File: config.mk
export PLATFORM = sky130hd
export DESIGN_NAME = pwm_multi
export DESIGN_NICKNAME = d
export VERILOG_FILES = /design/src/rtl/pwm_multi.sv
export SDC_FILE = /design/constraint.sdc
export NUM_CORES = 1
export LEC_CHECK = 0
export CAP_MARGIN = 0
export CORE_ASPECT_RATIO = 1.75
export CORE_UTILIZATION = 45
export DETAILED_ROUTE_END_ITERATION = 10
export PLACE_DENSITY = 0.76
export SLEW_MARGIN = 20
export SYNTH_ARGS = -nofsm -noshare
export SYNTH_HDL_FRONTEND = slang
export SYNTH_SLANG_ARGS = --single-unit
File: constraint.sdc
create_clock -name clk -period 7.6 [get_ports clk]
set_input_delay 1.14 -clock clk [delete_from_list [all_inputs] [get_ports clk]]
set_output_delay 1.14 -clock clk [all_outputs]
set_load 0.005 [all_outputs]
File: src/rtl/pwm_multi.sv
// pwm_multi: N-channel complementary PWM generator with edge/center counting,
// per-channel dead-time, boundary-synchronous shadow registers and a period-start strobe.
module pwm_multi #(
   parameter int N_CH  = 2,
   parameter int CNT_W = 14,
   parameter int DT_W  = 8
) (
   input  logic                  clk,
   input  logic                  rst,
   input  logic                  en,
   input  logic                  center_mode,
   input  logic [CNT_W-1:0]      period_in,
   input  logic [N_CH*CNT_W-1:0] duty_in,
   input  logic [DT_W-1:0]       deadtime_in,
   input  logic                  cfg_wr,
   output logic [N_CH-1:0]       pwm_hi,
   output logic [N_CH-1:0]       pwm_lo,
   output logic                  period_start,
   output logic [CNT_W-1:0]      cnt
);

   typedef enum logic [2:0] {
      ST_OFF  = 3'd0,
      ST_LO   = 3'd1,
      ST_DT_H = 3'd2,
      ST_HI   = 3'd3,
      ST_DT_L = 3'd4
   } ch_state_t;

   localparam logic [CNT_W-1:0] CNT_ZERO = {CNT_W{1'b0}};
   localparam logic [CNT_W-1:0] CNT_ONE  = {{(CNT_W-1){1'b0}}, 1'b1};
   localparam logic [DT_W-1:0]  DT_ZERO  = {DT_W{1'b0}};
   localparam logic [DT_W-1:0]  DT_ONE   = {{(DT_W-1){1'b0}}, 1'b1};

   // True once the dead-time counter has covered 'dt' cycles; '>=' keeps a
   // mid-gap reduction of dt from stranding the channel in a gap state.
   function automatic logic dt_done(input logic [DT_W-1:0] dtc, input logic [DT_W-1:0] dt);
      logic [DT_W:0] nxt;
      nxt = {1'b0, dtc} + {{DT_W{1'b0}}, 1'b1};
      return (nxt >= {1'b0, dt});
   endfunction

   logic [CNT_W-1:0]      stg_period_r, shd_period_r, eff_period_s;
   logic [N_CH*CNT_W-1:0] stg_duty_r, shd_duty_r, eff_duty_s;
   logic [DT_W-1:0]       stg_dt_r, shd_dt_r, eff_dt_s;
   logic                  stg_center_r, shd_center_r, eff_center_s;
   logic                  pend_r, boundary_s, run_ok_s;
   logic [CNT_W-1:0]      cnt_r, cnt_s;
   logic                  dir_r, dir_s;
   logic [N_CH-1:0]       raw_s, hi_r, lo_r;
   ch_state_t             enter_hi_s, enter_lo_s;
   ch_state_t             st_r  [N_CH];
   ch_state_t             st_s  [N_CH];
   logic [DT_W-1:0]       dtc_r [N_CH];
   logic [DT_W-1:0]       dtc_s [N_CH];

   // Boundary detection; on a boundary cycle the staged values already govern the logic.
   // pend_r lets a fresh cfg_wr (or reset) produce a boundary while the period is 0.
   always_comb begin
      boundary_s = en && (cnt_r == CNT_ZERO) && ((shd_period_r != CNT_ZERO) || pend_r);
      if (boundary_s) begin
         eff_period_s = stg_period_r;
         eff_duty_s   = stg_duty_r;
         eff_dt_s     = stg_dt_r;
         eff_center_s = stg_center_r;
      end else begin
         eff_period_s = shd_period_r;
         eff_duty_s   = shd_duty_r;
         eff_dt_s     = shd_dt_r;
         eff_center_s = shd_center_r;
      end
      run_ok_s = en && (eff_period_s != CNT_ZERO);
   end

   // Staging registers capture host configuration on cfg_wr.
   always_ff @(posedge clk) begin
      if (rst) begin
         stg_period_r <= CNT_ZERO;
         stg_duty_r   <= {(N_CH*CNT_W){1'b0}};
         stg_dt_r     <= DT_ZERO;
         stg_center_r <= 1'b0;
      end else if (cfg_wr) begin
         stg_period_r <= period_in;
         stg_duty_r   <= duty_in;
         stg_dt_r     <= deadtime_in;
         stg_center_r <= center_mode;
      end
   end

   // Shadow registers load from staging only at a boundary.
   always_ff @(posedge clk) begin
      if (rst) begin
         shd_period_r <= CNT_ZERO;
         shd_duty_r   <= {(N_CH*CNT_W){1'b0}};
         shd_dt_r     <= DT_ZERO;
         shd_center_r <= 1'b0;
         pend_r       <= 1'b1;
      end else begin
         if (boundary_s) begin
            shd_period_r <= stg_period_r;
            shd_duty_r   <= stg_duty_r;
            shd_dt_r     <= stg_dt_r;
            shd_center_r <= stg_center_r;
         end
         pend_r <= boundary_s ? cfg_wr : (pend_r | cfg_wr);
      end
   end

   // Counter next value; a boundary always restarts the count upward (dir 0 = up).
   always_comb begin
      cnt_s = cnt_r;
      dir_s = dir_r;
      if (!en) begin
         cnt_s = cnt_r;
         dir_s = dir_r;
      end else if (eff_period_s == CNT_ZERO) begin
         cnt_s = CNT_ZERO;
         dir_s = 1'b0;
      end else if (!eff_center_s) begin
         cnt_s = (cnt_r == (eff_period_s - CNT_ONE)) ? CNT_ZERO : (cnt_r + CNT_ONE);
         dir_s = 1'b0;
      end else if (boundary_s || !dir_r) begin
         if (cnt_r == eff_period_s) begin
            cnt_s = cnt_r - CNT_ONE;
            dir_s = 1'b1;
         end else begin
            cnt_s = cnt_r + CNT_ONE;
            dir_s = 1'b0;
         end
      end else begin
         cnt_s = cnt_r - CNT_ONE;
         dir_s = 1'b1;
      end
   end

   // Counter and direction registers.
   always_ff @(posedge clk) begin
      if (rst) begin
         cnt_r <= CNT_ZERO;
         dir_r <= 1'b0;
      end else begin
         cnt_r <= cnt_s;
         dir_r <= dir_s;
      end
   end

   // Raw compare; D >= P pins the channel high even at the center-mode top count.
   always_comb begin
      raw_s = {N_CH{1'b0}};
      for (int i = 0; i < N_CH; i++) begin
         raw_s[i] = (eff_duty_s[i*CNT_W +: CNT_W] >= eff_period_s) ||
                    (cnt_r < eff_duty_s[i*CNT_W +: CNT_W]);
      end
      enter_hi_s = (eff_dt_s == DT_ZERO) ? ST_HI : ST_DT_H;
      enter_lo_s = (eff_dt_s == DT_ZERO) ? ST_LO : ST_DT_L;
   end

   // Per-channel gate FSM next state.
   always_comb begin
      for (int i = 0; i < N_CH; i++) begin
         st_s[i]  = st_r[i];
         dtc_s[i] = DT_ZERO;
         if (!run_ok_s) begin
            st_s[i] = ST_OFF;
         end else begin
            case (st_r[i])
               ST_OFF:  st_s[i] = raw_s[i] ? enter_hi_s : enter_lo_s;
               ST_DT_H: begin
                  if (!raw_s[i]) begin
                     st_s[i] = ST_LO;
                  end else if (dt_done(dtc_r[i], eff_dt_s)) begin
                     st_s[i] = ST_HI;
                  end else begin
                     st_s[i]  = ST_DT_H;
                     dtc_s[i] = dtc_r[i] + DT_ONE;
                  end
               end
               ST_HI:   st_s[i] = raw_s[i] ? ST_HI : enter_lo_s;
               ST_LO:   st_s[i] = raw_s[i] ? enter_hi_s : ST_LO;
               ST_DT_L: begin
                  if (raw_s[i]) begin
                     st_s[i] = ST_HI;
                  end else if (dt_done(dtc_r[i], eff_dt_s)) begin
                     st_s[i] = ST_LO;
                  end else begin
                     st_s[i]  = ST_DT_L;
                     dtc_s[i] = dtc_r[i] + DT_ONE;
                  end
               end
               default: st_s[i] = ST_OFF;
            endcase
         end
      end
   end

   // Channel state, dead-time counters and registered gate outputs.
   always_ff @(posedge clk) begin
      if (rst) begin
         for (int i = 0; i < N_CH; i++) begin
            st_r[i]  <= ST_OFF;
            dtc_r[i] <= DT_ZERO;
         end
         hi_r <= {N_CH{1'b0}};
         lo_r <= {N_CH{1'b0}};
      end else begin
         for (int i = 0; i < N_CH; i++) begin
            st_r[i]  <= st_s[i];
            dtc_r[i] <= dtc_s[i];
            hi_r[i]  <= (st_s[i] == ST_HI);
            lo_r[i]  <= (st_s[i] == ST_LO);
         end
      end
   end

   assign pwm_hi       = hi_r;
   assign pwm_lo       = lo_r;
   assign cnt          = cnt_r;
   assign period_start = boundary_s & ~rst;

endmodule
Word level (Yosys, flattened, before mapping). Memories as Yosys holds them, arrays and structs flattened. Index checks and enable logic that the tools add are counted.

Register bits: 122. Memory bits (writable): 22. Word-level logic and storage cells: 115. Memories kept: 2.

Memory list: dtc_r (words 2, width 8, read ports 2, clocked after memory_dff 0, wr ports 2, line 54) `logic [DT_W-1:0] dtc_r [N_CH];`; st_r (words 2, width 3, read ports 2, clocked after memory_dff 0, wr ports 2, line 52) `ch_state_t st_r [N_CH];`.

Add/sub/neg operators: 7. Order comparisons: 6. Equal/unequal tests: 14. Muxes and demuxes: 51. Bitwise logic cells: 7. Reductions and logical operators: 15.

Operator list (number): $mux 8 (11); $mux 14 (6); $mux 3 (13); $pmux 8 s2 (2); $pmux 3 s5 (2); $eq 14x14->1 (2); $ge 14x14->1 (2); $logic_not 14->1 (2); $lt 14x14->1 (2); $mux 28 (1); $reduce_bool 14->1 (2); $sub 14x1->14 const B (2); $add 8x1->9 const B (2); $eq 3x2->1 const B (6); $ge 9x8->1 (2); $add 8x1->8 const B (2); $add 14x1->14 const B (1); $eq 3x1->1 const B (4); $mux 1 (12); $logic_not 8->1 (1); $mux 2 (4); $eq 3x3->1 const B (2); $logic_not 3->1 (2); $or 1x1->1 (5); other kinds (5) (10).

Logic depth before layout (Yosys ltp).
Word-level depth: 10. Gate-level depth with buffers: 23. Gate-level depth less buffers: 18.

Worst setup path before layout. OpenSTA, ideal clock, no wires.

Kind: input to register. Start point: in en. End point: mem st_r[0][0] (netlist bit). Setup time: 147 ps. Arrival: 5464 ps. Required time: 7453 ps. Slack: 1989 ps. Stages: 20. Path buffers: 5. Cell sequence: or4bb_1 nor4_4 buf_6 nand2_4 buf_2 buf_2 buf_1 clkbuf_1 mux2i_1 inv_1 ha_1 and3_1 nand3_1 a2111oi_0 a221oi_1 o21ai_0 nor4_4 or4b_2 o211ai_1 a221oi_1.

RTL lines: start: declaration (line 10) `input logic en,`; end: declaration (line 52).

==> results.sh <==
export IMPL_maxClockFrequency_mhz=167
export IMPL_worst_setup_hold_path_clk_slew_ns=0.06
export IMPL_power_leakage_nw=4.33
export IMPL_ant_nets=0
export IMPL_grt_first_pass_wirelength_um=42400
export IMPL_postRouteWirelength_um=27100
export IMPL_area_share_of_the_largest_cell_type_after_synthesis_pct=33.4
export IMPL_worstPathRequired_ns=7.89
export IMPL_die_width_um=107
export IMPL_cap_violations=0
export IMPL_via_per_inst=6.17
export IMPL_rsz_0062_raised_after_global_routing="false"
export IMPL_detail_route_iter0_violations=492
export IMPL_setup_violations_final=0
export IMPL_cp_start_kind="input pin"
export IMPL_ctsLongestPathBuffers=2
export IMPL_status="complete, no violations"
export IMPL_worst_path_max_fanout=48
export IMPL_antenna_diode_count=0
export IMPL_syn_instance_count=1015
export IMPL_cts_hold_repair_buffers=0
export IMPL_hold_class="flop to flop"
export IMPL_placement_io_buffers=73
export IMPL_timing_reg2reg_setup_slack_ns=1.77
export IMPL_synth_lib_cells_used_distinct=75
export IMPL_synthesis_area_um2=8620
export IMPL_floorplan_rows=66
export IMPL_worstPathCellList="clkdlybuf4s50_1 -> or4bb_1 -> nor4_4 -> nand2_4 -> buf_4 -> mux2i_1 -> inv_1 -> ha_1 -> and3_1 -> nand3_1 -> a2111oi_0 -> a221oi_1 -> o21ai_0 -> nor4_4 -> or4b_2 -> o211ai_1 -> a221oi_1"
export IMPL_ys_seq_area_share_pct=33.4
export IMPL_cells_on_worst_reg2reg_path=18
export IMPL_root_buffer="sky130_fd_sc_hd__clkbuf_16"
export IMPL_cell_types_with_the_largest_area_share_after_synthesis="sky130_fd_sc_hd__dfxtp_1 (33%), sky130_fd_sc_hd__mux2i_1 (11%), sky130_fd_sc_hd__ha_1 (8.6%), sky130_fd_sc_hd__nor2_1 (6.3%), sky130_fd_sc_hd__a21oi_1 (2.4%)"
export IMPL_crit_start="en"
export IMPL_routed_via_count=8126
export IMPL_synth_edf_count=0
export IMPL_synth_seq_cells=144
export IMPL_design_die_area_um2=19700
export IMPL_fillers=1784
export IMPL_timing_critical_path_to_type="flop"
export IMPL_cts_tree="done"
export IMPL_critical_path_slowest_cell="sky130_fd_sc_hd__a2111oi_0"
export IMPL_ys_warn_count=0
export IMPL_slew_limit_headroom_pct=22.4
export IMPL_crit_path_max_incr_delay_ns=0.66
export IMPL_drc_errors=0
export IMPL_dpl_hpwl_um=19800
export IMPL_synth_main_ff_cell="sky130_fd_sc_hd__dfxtp_1"
export IMPL_syn_nets=1129
export IMPL_critPathArrivalTime_ns=6.28
export IMPL_globalRouteOverflowTotal=0
export IMPL_post_cts_setup_buffer_count=0
export IMPL_hold_path_end="shd_duty_r[14]"
export IMPL_die_h_um=185
export IMPL_timing_final_crit_period_ns=6.00
export IMPL_core_area_um2=18700
export IMPL_slew_violations=0
export IMPL_worst_r2r_startpoint="cnt[0]"
export IMPL_gp_congestion=0.980
export IMPL_max_slew_worst_pin_slew_ns=1.13
export IMPL_async_flop_share_pct=0
export IMPL_antenna_violations_before_repair=0
export IMPL_totalNegativeSetupSlack_ns=0
export IMPL_htree_levels=4
export IMPL_layout_stage_area_growth_over_the_synthesis_result_pct=16.8
export IMPL_crit_reg2reg_capture="st_r[0][0]"
export IMPL_maximum_number_of_pins_on_one_net_before_global_route_repair=75
export IMPL_post_cts_resize_count=0
export IMPL_io_pins=74
export IMPL_holdCritStartpoint="shd_duty_r[14]"
export IMPL_drive_above_1_share_pct=6.12
export IMPL_grt_pass1_vias=7926
export IMPL_global_route_usage_total_pct=28.5
export IMPL_worstSkewPairLatency_ns=0.44
export IMPL_initial_utilization_pct=46.2
export IMPL_postSynthAreaPerCell_um2=8.50
export IMPL_cts_made_buffers=17
export IMPL_avgRoutedWirePerCell_um=20.6
export IMPL_vdd_ir_drop_max_mv=0.143
export IMPL_worst_hold_path_num_cells=2
export IMPL_fin_nets=1180
export IMPL_power_per_cell_area_nw_per_um2=236
export IMPL_final_hold_violation_count=0
export IMPL_crit_type="input pin to flop"
export IMPL_clock_skew_final_ns=0.00997
export IMPL_detailedRoute_firstPassIterationCount=5
export IMPL_cts_sinks=144
export IMPL_final_period_utilization_pct=78.9
export IMPL_final_hold_slack_ns=0.470
export IMPL_yosysTopAreaCell="sky130_fd_sc_hd__dfxtp_1"
Yosys cell counts (12+ instances only):
library cell / number
sky130_fd_sc_hd__nor3_1: 19
sky130_fd_sc_hd__nand4_1: 12
sky130_fd_sc_hd__a21o_1: 22
sky130_fd_sc_hd__nand2_1: 46
sky130_fd_sc_hd__mux2i_1: 92
sky130_fd_sc_hd__a21oi_1: 42
sky130_fd_sc_hd__inv_1: 49
sky130_fd_sc_hd__ha_1: 59
sky130_fd_sc_hd__nor2_1: 144
sky130_fd_sc_hd__dfxtp_1: 144
sky130_fd_sc_hd__clkbuf_1: 37
sky130_fd_sc_hd__nand3_1: 24
sky130_fd_sc_hd__o21ai_0: 39
sky130_fd_sc_hd__a31oi_1: 17
sky130_fd_sc_hd__nor2b_1: 24
sky130_fd_sc_hd__nor4_1: 18
sky130_fd_sc_hd__xnor2_1: 13
sky130_fd_sc_hd__xor2_1: 12
report_power, final:
part	switching (mW)	internal (mW)	total, mW
clock	0.328	0.452	0.780
sequential	0.0608	0.803	0.863
combinational	0.425	0.308	0.733
placed cells by master (no fill, tap or decap), drive strengths merged, types with 11 or more instances in the layout:
master | synthesis | final
a21o | 22 | 22
a21oi | 42 | 42
a31oi | 17 | 17
buf | 19 | 17
clkbuf | 37 | 25
clkdlybuf4s50 | 0 | 71
dfxtp | 144 | 144
ha | 59 | 59
inv | 49 | 49
mux2i | 92 | 92
nand2 | 47 | 47
nand3 | 24 | 24
nand4 | 12 | 12
nor2 | 144 | 144
nor2b | 24 | 24
nor3 | 19 | 19
nor4 | 21 | 21
o21ai | 43 | 43
or4 | 11 | 11
xnor2 | 13 | 13
xor2 | 12 | 12
state kept, by name, indices dropped and copies added, names as in the netlist, 2 cells and up:
signal        cells
cnt              14
dtc_r            16
pwm_hi            2
pwm_lo            2
shd_dt_r          8
shd_duty_r       28
shd_period_r     14
st_r              6
stg_dt_r          8
stg_duty_r       28
stg_period_r     14
through the flow:
stage          setup WS [ns]  power (mW)  utilization [%]  std cells  cell area, um2
2_1_floorplan           1.99        1.38                -       1015            8620
3_3_place_gp            1.42        1.58             51.0       1285            9520
3_5_place_dp            1.25        1.60             51.0       1285            9520
4_1_cts                 1.71        2.37             53.9       1317           10100
5_1_grt                 1.20        2.49             53.9       1317           10100
6_report                1.60        2.38             53.9       1317           10100
per-layer routing:
layer / wire (um) / up-vias / share of wire, % / track usage (%)
met3: 1840 / 104 / 6.8 / 5.03
met2: 13800 / 361 / 51 / 50.3
met1: 9580 / 3850 / 35 / 29.5
li1: - / 3811 / - / -
met5: 0 / - / 0 / 0
met4: 1940 / 0 / 7.1 / 21.6
final cells by class:
type	count	area, um2	area share, %
Tap cell	238	298	2.96
Clock buffer	25	495	4.92
Clock inverter	7	53.8	0.534
Sequential cell	144	2880	28.6
Timing Repair Buffer	88	836	8.30
Inverter	49	184	1.83
Multi-Input combinational cell	766	5320	52.8
critical path, delay by kind of cell:
family                     cells  cell delay, ns
adders and majority gates      1            0.28
and+or+nand+nor                7            2.24
AOI/OAI and AO/OA              5            1.21
buffers and inverters          3            1.08
muxes                          1            0.30
logic make-up (layout without fill, tap and decap cells):
group,Yosys count,after routing,synth area share (%)
muxes,93,93,10.8
xor gates and xnor gates,25,25,2.54
DFF,144,144,33.4
and+or+nand+nor,368,368,21.9
adders and majority gates,60,60,8.68
AOI/OAI and AO/OA,220,220,17.8
buffers and inverters,105,169,4.89
how the worst max path moves through the flow:
stage	end	slack [ns]
3_3_place_gp	pwm_hi[1]	1.42
3_5_place_dp	st_r[0][0]	1.25
5_1_grt	dtc_r[0][11]	1.20
2_1_floorplan	st_r[0][0]	1.99
4_1_cts	st_r[0][0]	1.71
6_report	st_r[0][0]	1.60
No activity file was read; power rests on OpenSTA's default activity.
